$ cat src/rtl/scarv_cop_malu_dispatch_if.sv
// Bus between the MALU dispatcher and its environment.
// Carries the decode handshake, the CPR read and write ports, and the MALU
// issue/result signals. The slave modport is the dispatcher's view; the
// master modport is the surrounding decode/CPR/MALU view.
interface scarv_cop_malu_dispatch_if;
  // Decode side
  logic        id_valid;
  logic        id_ready;
  logic [2:0]  id_class;
  logic [3:0]  id_subclass;
  logic [31:0] id_imm;
  logic [3:0]  id_crs1;
  logic [3:0]  id_crs2;
  logic [3:0]  id_crs3;
  logic [3:0]  id_crd;

  // CPR read port
  logic [3:0]  cpr_rd_addr1;
  logic [3:0]  cpr_rd_addr2;
  logic [3:0]  cpr_rd_addr3;
  logic [31:0] cpr_rd_data1;
  logic [31:0] cpr_rd_data2;
  logic [31:0] cpr_rd_data3;

  // MALU issue and result
  logic        malu_ivalid;
  logic        malu_idone;
  logic [31:0] malu_rs1;
  logic [31:0] malu_rs2;
  logic [31:0] malu_rs3;
  logic [31:0] malu_imm;
  logic [2:0]  malu_class;
  logic [3:0]  malu_subclass;
  logic [3:0]  malu_cpr_rd_ben;
  logic [31:0] malu_cpr_rd_wdata;

  // CPR write port
  logic [3:0]  cpr_wen;
  logic [3:0]  cpr_waddr;
  logic [31:0] cpr_wdata;

  // Completion status
  logic        disp_done;
  logic        disp_fault;

  modport slave (
    input  id_valid, id_class, id_subclass, id_imm,
    input  id_crs1, id_crs2, id_crs3, id_crd,
    input  cpr_rd_data1, cpr_rd_data2, cpr_rd_data3,
    input  malu_idone, malu_cpr_rd_ben, malu_cpr_rd_wdata,
    output id_ready,
    output cpr_rd_addr1, cpr_rd_addr2, cpr_rd_addr3,
    output malu_ivalid, malu_rs1, malu_rs2, malu_rs3,
    output malu_imm, malu_class, malu_subclass,
    output cpr_wen, cpr_waddr, cpr_wdata,
    output disp_done, disp_fault
  );

  modport master (
    output id_valid, id_class, id_subclass, id_imm,
    output id_crs1, id_crs2, id_crs3, id_crd,
    output cpr_rd_data1, cpr_rd_data2, cpr_rd_data3,
    output malu_idone, malu_cpr_rd_ben, malu_cpr_rd_wdata,
    input  id_ready,
    input  cpr_rd_addr1, cpr_rd_addr2, cpr_rd_addr3,
    input  malu_ivalid, malu_rs1, malu_rs2, malu_rs3,
    input  malu_imm, malu_class, malu_subclass,
    input  cpr_wen, cpr_waddr, cpr_wdata,
    input  disp_done, disp_fault
  );
endinterface

$ cat src/rtl/scarv_cop_malu_dispatch.sv
// Issue/writeback sequencer in front of the multi-precision ALU.
// Accepts one decoded instruction, latches its CPR operands for the whole
// execution, writes the byte-enabled result back and reports done or a
// timeout fault. Sequence is IDLE -> EXEC -> WB -> IDLE.
module scarv_cop_malu_dispatch #(
  parameter int TIMEOUT = 64
) (
  input  logic                        g_clk,
  input  logic                        g_reset,
  scarv_cop_malu_dispatch_if.slave    bus
);

  // Counter holds 0..TIMEOUT-1; TIMEOUT >= 2 keeps the width non-zero.
  localparam int CW = (TIMEOUT > 2) ? $clog2(TIMEOUT) : 1;
  localparam logic [CW-1:0] CNT_LAST = CW'(TIMEOUT - 1);

  typedef enum logic [1:0] {
    ST_IDLE = 2'd0,
    ST_EXEC = 2'd1,
    ST_WB   = 2'd2
  } state_t;

  state_t      state_q, state_d;
  logic [CW-1:0] cnt_q, cnt_d;

  // Operands and instruction fields, frozen for the whole of EXEC
  logic [31:0] rs1_q, rs1_d;
  logic [31:0] rs2_q, rs2_d;
  logic [31:0] rs3_q, rs3_d;
  logic [31:0] imm_q, imm_d;
  logic [2:0]  class_q, class_d;
  logic [3:0]  subclass_q, subclass_d;
  logic [3:0]  crd_q, crd_d;

  // Registered outputs
  logic        ivalid_q, ivalid_d;
  logic [3:0]  wen_q, wen_d;
  logic [3:0]  waddr_q, waddr_d;
  logic [31:0] wdata_q, wdata_d;
  logic        done_q, done_d;
  logic        fault_q, fault_d;

  // CPR reads are addressed straight from decode so data arrives in the accept cycle
  assign bus.cpr_rd_addr1 = bus.id_crs1;
  assign bus.cpr_rd_addr2 = bus.id_crs2;
  assign bus.cpr_rd_addr3 = bus.id_crs3;

  assign bus.id_ready      = (state_q == ST_IDLE);
  assign bus.malu_ivalid   = ivalid_q;
  assign bus.malu_rs1      = rs1_q;
  assign bus.malu_rs2      = rs2_q;
  assign bus.malu_rs3      = rs3_q;
  assign bus.malu_imm      = imm_q;
  assign bus.malu_class    = class_q;
  assign bus.malu_subclass = subclass_q;
  assign bus.cpr_wen       = wen_q;
  assign bus.cpr_waddr     = waddr_q;
  assign bus.cpr_wdata     = wdata_q;
  assign bus.disp_done     = done_q;
  assign bus.disp_fault    = fault_q;

  // Next-state and next-output logic; outputs are computed one cycle ahead
  // so that every bus output comes straight from a flop.
  always_comb begin
    state_d    = state_q;
    cnt_d      = cnt_q;
    rs1_d      = rs1_q;
    rs2_d      = rs2_q;
    rs3_d      = rs3_q;
    imm_d      = imm_q;
    class_d    = class_q;
    subclass_d = subclass_q;
    crd_d      = crd_q;
    ivalid_d   = 1'b0;
    wen_d      = 4'b0000;
    waddr_d    = 4'h0;
    wdata_d    = 32'h0;
    done_d     = 1'b0;
    fault_d    = 1'b0;

    unique case (state_q)
      ST_IDLE: begin
        if (bus.id_valid) begin
          rs1_d      = bus.cpr_rd_data1;
          rs2_d      = bus.cpr_rd_data2;
          rs3_d      = bus.cpr_rd_data3;
          imm_d      = bus.id_imm;
          class_d    = bus.id_class;
          subclass_d = bus.id_subclass;
          crd_d      = bus.id_crd;
          cnt_d      = '0;
          ivalid_d   = 1'b1;
          state_d    = ST_EXEC;
        end
      end

      ST_EXEC: begin
        // Completion takes priority, so idone on the terminal cycle still retires
        if (bus.malu_idone) begin
          wen_d   = bus.malu_cpr_rd_ben;
          waddr_d = crd_q;
          wdata_d = bus.malu_cpr_rd_wdata;
          done_d  = 1'b1;
          state_d = ST_WB;
        end else if (cnt_q == CNT_LAST) begin
          fault_d = 1'b1;
          state_d = ST_IDLE;
        end else begin
          cnt_d    = cnt_q + 1'b1;
          ivalid_d = 1'b1;
        end
      end

      ST_WB: begin
        state_d = ST_IDLE;
      end

      default: begin
        state_d = ST_IDLE;
      end
    endcase
  end

  // Single state/output register; reset abandons any in-flight instruction
  always_ff @(posedge g_clk or posedge g_reset) begin
    if (g_reset) begin
      state_q    <= ST_IDLE;
      cnt_q      <= '0;
      rs1_q      <= 32'h0;
      rs2_q      <= 32'h0;
      rs3_q      <= 32'h0;
      imm_q      <= 32'h0;
      class_q    <= 3'h0;
      subclass_q <= 4'h0;
      crd_q      <= 4'h0;
      ivalid_q   <= 1'b0;
      wen_q      <= 4'b0000;
      waddr_q    <= 4'h0;
      wdata_q    <= 32'h0;
      done_q     <= 1'b0;
      fault_q    <= 1'b0;
    end else begin
      state_q    <= state_d;
      cnt_q      <= cnt_d;
      rs1_q      <= rs1_d;
      rs2_q      <= rs2_d;
      rs3_q      <= rs3_d;
      imm_q      <= imm_d;
      class_q    <= class_d;
      subclass_q <= subclass_d;
      crd_q      <= crd_d;
      ivalid_q   <= ivalid_d;
      wen_q      <= wen_d;
      waddr_q    <= waddr_d;
      wdata_q    <= wdata_d;
      done_q     <= done_d;
      fault_q    <= fault_d;
    end
  end

endmodule

$ cat src/flat_wrapper.sv
// flat-port wrapper written by rule: the top's interface ports become plain ports
module scarv_cop_malu_dispatch_flat 
#(
  parameter int TIMEOUT = 64
)
  (g_clk, g_reset, bus_id_valid, bus_id_class, bus_id_subclass, bus_id_imm, bus_id_crs1, bus_id_crs2, bus_id_crs3, bus_id_crd, bus_cpr_rd_data1, bus_cpr_rd_data2, bus_cpr_rd_data3, bus_malu_idone, bus_malu_cpr_rd_ben, bus_malu_cpr_rd_wdata, bus_id_ready, bus_cpr_rd_addr1, bus_cpr_rd_addr2, bus_cpr_rd_addr3, bus_malu_ivalid, bus_malu_rs1, bus_malu_rs2, bus_malu_rs3, bus_malu_imm, bus_malu_class, bus_malu_subclass, bus_cpr_wen, bus_cpr_waddr, bus_cpr_wdata, bus_disp_done, bus_disp_fault);
  scarv_cop_malu_dispatch_if bus_i ();
  input  logic g_clk;
  input  logic g_reset;
  input wire logic [$bits(bus_i.id_valid)-1:0] bus_id_valid;
  input wire logic [$bits(bus_i.id_class)-1:0] bus_id_class;
  input wire logic [$bits(bus_i.id_subclass)-1:0] bus_id_subclass;
  input wire logic [$bits(bus_i.id_imm)-1:0] bus_id_imm;
  input wire logic [$bits(bus_i.id_crs1)-1:0] bus_id_crs1;
  input wire logic [$bits(bus_i.id_crs2)-1:0] bus_id_crs2;
  input wire logic [$bits(bus_i.id_crs3)-1:0] bus_id_crs3;
  input wire logic [$bits(bus_i.id_crd)-1:0] bus_id_crd;
  input wire logic [$bits(bus_i.cpr_rd_data1)-1:0] bus_cpr_rd_data1;
  input wire logic [$bits(bus_i.cpr_rd_data2)-1:0] bus_cpr_rd_data2;
  input wire logic [$bits(bus_i.cpr_rd_data3)-1:0] bus_cpr_rd_data3;
  input wire logic [$bits(bus_i.malu_idone)-1:0] bus_malu_idone;
  input wire logic [$bits(bus_i.malu_cpr_rd_ben)-1:0] bus_malu_cpr_rd_ben;
  input wire logic [$bits(bus_i.malu_cpr_rd_wdata)-1:0] bus_malu_cpr_rd_wdata;
  output wire logic [$bits(bus_i.id_ready)-1:0] bus_id_ready;
  output wire logic [$bits(bus_i.cpr_rd_addr1)-1:0] bus_cpr_rd_addr1;
  output wire logic [$bits(bus_i.cpr_rd_addr2)-1:0] bus_cpr_rd_addr2;
  output wire logic [$bits(bus_i.cpr_rd_addr3)-1:0] bus_cpr_rd_addr3;
  output wire logic [$bits(bus_i.malu_ivalid)-1:0] bus_malu_ivalid;
  output wire logic [$bits(bus_i.malu_rs1)-1:0] bus_malu_rs1;
  output wire logic [$bits(bus_i.malu_rs2)-1:0] bus_malu_rs2;
  output wire logic [$bits(bus_i.malu_rs3)-1:0] bus_malu_rs3;
  output wire logic [$bits(bus_i.malu_imm)-1:0] bus_malu_imm;
  output wire logic [$bits(bus_i.malu_class)-1:0] bus_malu_class;
  output wire logic [$bits(bus_i.malu_subclass)-1:0] bus_malu_subclass;
  output wire logic [$bits(bus_i.cpr_wen)-1:0] bus_cpr_wen;
  output wire logic [$bits(bus_i.cpr_waddr)-1:0] bus_cpr_waddr;
  output wire logic [$bits(bus_i.cpr_wdata)-1:0] bus_cpr_wdata;
  output wire logic [$bits(bus_i.disp_done)-1:0] bus_disp_done;
  output wire logic [$bits(bus_i.disp_fault)-1:0] bus_disp_fault;
  assign bus_i.id_valid = bus_id_valid;
  assign bus_i.id_class = bus_id_class;
  assign bus_i.id_subclass = bus_id_subclass;
  assign bus_i.id_imm = bus_id_imm;
  assign bus_i.id_crs1 = bus_id_crs1;
  assign bus_i.id_crs2 = bus_id_crs2;
  assign bus_i.id_crs3 = bus_id_crs3;
  assign bus_i.id_crd = bus_id_crd;
  assign bus_i.cpr_rd_data1 = bus_cpr_rd_data1;
  assign bus_i.cpr_rd_data2 = bus_cpr_rd_data2;
  assign bus_i.cpr_rd_data3 = bus_cpr_rd_data3;
  assign bus_i.malu_idone = bus_malu_idone;
  assign bus_i.malu_cpr_rd_ben = bus_malu_cpr_rd_ben;
  assign bus_i.malu_cpr_rd_wdata = bus_malu_cpr_rd_wdata;
  assign bus_id_ready = bus_i.id_ready;
  assign bus_cpr_rd_addr1 = bus_i.cpr_rd_addr1;
  assign bus_cpr_rd_addr2 = bus_i.cpr_rd_addr2;
  assign bus_cpr_rd_addr3 = bus_i.cpr_rd_addr3;
  assign bus_malu_ivalid = bus_i.malu_ivalid;
  assign bus_malu_rs1 = bus_i.malu_rs1;
  assign bus_malu_rs2 = bus_i.malu_rs2;
  assign bus_malu_rs3 = bus_i.malu_rs3;
  assign bus_malu_imm = bus_i.malu_imm;
  assign bus_malu_class = bus_i.malu_class;
  assign bus_malu_subclass = bus_i.malu_subclass;
  assign bus_cpr_wen = bus_i.cpr_wen;
  assign bus_cpr_waddr = bus_i.cpr_waddr;
  assign bus_cpr_wdata = bus_i.cpr_wdata;
  assign bus_disp_done = bus_i.disp_done;
  assign bus_disp_fault = bus_i.disp_fault;
  scarv_cop_malu_dispatch #(.TIMEOUT(TIMEOUT)) u_core (.g_clk(g_clk), .g_reset(g_reset), .bus(bus_i));
endmodule
$ cat config.mk
export PLATFORM = sky130hd
export DESIGN_NAME = scarv_cop_malu_dispatch_flat
export DESIGN_NICKNAME = d
export VERILOG_FILES = /design/src/rtl/scarv_cop_malu_dispatch_if.sv /design/src/rtl/scarv_cop_malu_dispatch.sv /design/src/flat_wrapper.sv
export SDC_FILE = /design/constraint.sdc
export NUM_CORES = 1
export LEC_CHECK = 0
export ABC_AREA = 1
export BUFFER_PORTS_ARGS = -buffer_cell sky130_fd_sc_hd__clkbuf_2
export CORE_AREA = 2 2 150 152
export CTS_CLUSTER_DIAMETER = 50
export DETAILED_ROUTE_END_ITERATION = 16
export DIE_AREA = 0 0 152 154
export HOLD_SLACK_MARGIN = 0.05
export PLACE_DENSITY = 0.71
export SETUP_SLACK_MARGIN = 0.15
export SYNTH_ARGS = -nofsm -noshare
export SYNTH_HDL_FRONTEND = slang
export SYNTH_SLANG_ARGS = --single-unit
$ cat constraint.sdc
create_clock -name g_clk -period 9.2 [get_ports g_clk]
set_input_delay 0.92 -clock g_clk [delete_from_list [all_inputs] [get_ports g_clk]]
set_output_delay 0.92 -clock g_clk [all_outputs]
set_load 0.02 [all_outputs]
# Word level (Yosys, flattened, before mapping)
# Cells that the tools add are included.
[totals]
wordCells = 50
output_inout_bits = 191
in_bits = 191
register_bits = 190
[classes]
eq_ne = 6
reduce_logical = 5
n_addsub = 1
muxes = 23
[ops]
columns = ["cell", "count"]
rows = [
  ["$mux 32", 2],
  ["$mux 6", 3],
  ["$mux 4", 4],
  ["$pmux 6 s2", 1],
  ["$mux 1", 8],
  ["$add 6x1->6 const B", 1],
  ["$eq 6x6->1 const B", 1],
  ["$mux 2", 3],
  ["$ne 2x2->1 const B", 3],
  ["$pmux 2 s2", 1],
  ["$reduce_and 2->1", 2],
  ["$reduce_and 4->1", 1],
  ["$ne 3x2->1 const B", 1],
  ["$eq 2x1->1 const B", 1],
  ["$logic_not 2->1", 1],
  ["$pmux 1 s2", 1],
  ["$reduce_bool 2->1", 1],
]

# Longest topological paths before layout
[logic_depth]
word_depth = 4
mapped_depth = 7
mapped_depth_nobuf = 7

# Least setup slack after synthesis
# No wires, ideal clock.
[synth_path]
path_kind = "input-to-output"
start = "input bus_id_crs1[0]"
end = "output bus_cpr_rd_addr1[0]"
required_ps = 8280
t_arrival_ps = 1054
path_slack_ps = 7226
path_buffers = 1
cell_stages = 1
cell_sequence = "buf_4"
[synth_lines]
columns = ["item", "line", "source"]
rows = [
  ["start, declared", "flat_wrapper.sv:14", "input wire logic [$bits(bus_i.id_crs1)-1:0] bus_id_crs1;"],
  ["end, declared", "flat_wrapper.sv:25", "output wire logic [$bits(bus_i.cpr_rd_addr1)-1:0] bus_cpr_rd_addr1;"],
]
# No word-level cell between the ends.

# Worst setup path in the final report
[layout_path]
start = "input bus_id_valid"
end = "register u_core.rs2_q[25] (netlist: u_core.bus.malu_rs2[25])"
[layout_between]
elab_chain_len = 1
[layout_rtl]
columns = ["item", "line", "source"]
rows = [
  ["start, declared", "flat_wrapper.sv:10", "input wire logic [$bits(bus_i.id_valid)-1:0] bus_id_valid;"],
  ["$reduce_and 2->1 (no line)", "-", ""],
  ["end signal, assigned", "scarv_cop_malu_dispatch.sv:146", "rs2_q <= rs2_d;"],
  ["end, declared", "scarv_cop_malu_dispatch.sv:28", "logic [31:0] rs2_q, rs2_d;"],
]
# No other way between the ends.
# A chain may end at the register's enable or synchronous reset.

==> impl_metrics.ini <==
[run_status]
status = finished, final reports clean

[logic_synthesis]
synthTopCellsByArea = dfrtp_1 66%, nand2_1 25%, buf_4 2.6%
syn_nets = 983
synth_edf_count = 0
synth_cells = 791
yosys_warnings = 0
syn_avg_cell_area_sq_um = 9.08
synth_flop_cell = dfrtp_1
post-synth-top-area-cell = dfrtp_1
synth.top_cell.area_share_pct = 66.2
synth.distinct_cells = 21
ys_async_sr_fraction_pct = 100
synth-seq-cells = 190
synth_area_sq_um = 7180
synthMostInstantiatedCell = nand2_1
synth_sequential_area_ratio_pct = 66.2
ys_top_cells_by_count = 479 x nand2_1, 190 x dfrtp_1, 45 x nor2_1

[cts]
cts_tree = done
clkSinkCount = 190
post_cts_buffers = 0
cts-resized-gates = 0
cts_made_buffers = 17
cts.root.buffer_cell = clkbuf_16
cts_hold_buffers = 0
clk_path_buf_depth = 2
htree_levels = 4
clk_pin_slew_worst_paths_ns = 0.08
clock_latency_ns = 0.42

[grt]
antenna_found_initial = 0
grt_usage_pct = 15.9
grt_pass1_vias = 6149
grt_max_degree = 114
grt-ovfl-total = 0
grt_pass1_wl_mm = 30.5

[cells_and_area]
drive_above_1_share_pct = 35.3
area.growth.synth_to_final_pct = 34.6
fillers = 2151
num_antenna_cells = 0
nNetsFinal = 1312
multi_input_area_sq_um = 2080
seq_area_sq_um = 4750

[floorplanning]
dieHeight_um = 154
dieArea_sq_um = 23400
num_rows = 54
fp.coreArea_sq_um = 21700
die_w_um = 152
pin_count = 382
start_util_pct = 33.1

[timing]
maxSlewViolCount = 0
max-slew-margin-rel_pct = 35.9
worstMarginPinSlew_ns = 0.961
finalSetupTns_ns = 0
fin_skew_ns = 0.0123
finalSetupViolCount = 0
max_freq_mhz = 380
fin_ws_ns = 6.57
rsz0062_at_grt = no
timing.final.crit_share_pct = 28.6
fin_hold_ws_ns = 0.479
finalHoldViolCount = 0
final.min_clock_period_ns = 2.63

[critical_path]
worstSetupPathType = input port to flip-flop
regToRegStartpoint = u_core.state_q[0]$_DFFE_PP0P_
arrival_ns = 2.99
required_ns = 9.56
critPathLaunch = bus_id_valid
crit_path_end_kind = flip-flop
start_kind = input port
rr_worst_depth = 6
cp_max_fo = 92

[pwr]
leakage_uw = 0.00573
ir_drop_mv = 0.138
powerDensity_nw_per_um2 = 319

[route]
drc = 0
first_iter_violations = 347
wirelength_mm = 18.4
drtPass1Iterations = 6
drtAntennaViolNets = 0
wl_per_cell_um = 13.1
vias_per_cell = 4.27
dr_total_vias = 6040

[place]
post-dp-hpwl_mm = 13.0
post-place-ws_ns = 6.11
io_buffer_count = 357
gp_congestion = 0.824

[worst_hold_path]
worstHoldStart = u_core.bus.malu_rs3[17]$_DFFE_PP0P_
min_path_cells = 2
hold_class = flip-flop to flip-flop

[run]
maxCapViolCount = 0
## cells by family after synthesis
kind of cell               after synthesis  synth area share, %
and+or+nand+nor                        535                 28.4
DFF                                    190                 66.2
buffers and inverters                   61                 4.76
AOI/OAI and AO/OA                        3                0.296
xor gates and xnor gates                 1                0.122
adders and majority gates                1                0.174
## per-stage QoR
step / cells / total power (uW) / utilization, % / instance area (sq um)
2_1_floorplan: 791 / 1960 / - / 7180
3_3_place_gp: 1381 / 2340 / 41.7 / 9050
3_5_place_dp: 1381 / 2370 / 41.7 / 9050
4_1_cts: 1413 / 3130 / 44.6 / 9660
5_1_grt: 1413 / 3290 / 44.6 / 9660
6_report: 1413 / 3090 / 44.6 / 9660
## flip-flops by register name (all words and copies together), names as in the netlist
| register | cells |
|---|---|
| u_core.bus.malu_class | 3 |
| u_core.bus.disp_fault | 1 |
| u_core.cnt_q | 6 |
| u_core.state_q | 2 |
| u_core.bus.cpr_wen | 4 |
| u_core.bus.malu_ivalid | 1 |
| u_core.bus.malu_rs3 | 32 |
| u_core.bus.malu_rs2 | 32 |
| u_core.bus.cpr_wdata | 32 |
| u_core.bus.malu_rs1 | 32 |
| u_core.bus.disp_done | 1 |
| u_core.bus.malu_imm | 32 |
| u_core.bus.cpr_waddr | 4 |
| u_core.crd_q | 4 |
| u_core.bus.malu_subclass | 4 |
## per-layer routing
metal	up-vias	share of wire, %	routed length, um	global-route usage (%)
li1	3017	-	-	-
met1	2739	43	7870	19.5
met2	239	48	8780	26.5
met3	45	6.7	1240	4.93
met4	0	3.0	557	6.28
met5	-	0	0	0
## cells in the final DEF (no fill, tap or decap), drive strengths merged
| master | count |
|---|---|
| nand2 | 481 |
| dfrtp | 190 |
| clkinv | 5 |
| nand3 | 4 |
| a21oi | 1 |
| nor3 | 1 |
| inv | 19 |
| o21bai | 1 |
| nor2 | 46 |
| ha | 1 |
| clkbuf | 374 |
| clkinvlp | 1 |
| nor4 | 1 |
| buf | 4 |
| o21ai | 1 |
| xor2 | 1 |
| or2 | 1 |
| nand3b | 1 |
## final timing paths
path,slack (ns),endpoint
max,6.57,u_core.bus.malu_rs2[25]$_DFFE_PP0P_
min,0.48,u_core.bus.malu_rs3[17]$_DFFE_PP0P_
max reg2reg,6.59,u_core.bus.malu_rs2[25]$_DFFE_PP0P_
min reg2reg,0.48,u_core.bus.malu_rs3[17]$_DFFE_PP0P_
max in group asynchronous,7.02,u_core.bus.malu_rs3[28]$_DFFE_PP0P_
min in group asynchronous,0.63,u_core.bus.malu_rs2[14]$_DFFE_PP0P_
## cell type report
type	instances	share of cell area (%)
sequential	190	49.2
multi-input combinational	540	21.6
timing repair buffer	361	18.8
clock buffer	17	4.40
tap	280	3.63
clock inverter	15	1.92
inverter	10	0.492
## critical path, stage by stage
cell,delay (ns)
clkbuf_2,0.10
nand2_4,0.32
inv_4,0.53
buf_4,0.76
nand2_1,0.15
nand2_1,0.10
## where the power goes
group	internal (uW)	leakage (uW)	switching [uW]
Sequential	1110	0.00241	153
Clock	374	0.000294	374
Combinational	335	0.00302	739
Note: power is estimated with default switching activity, not from simulation.
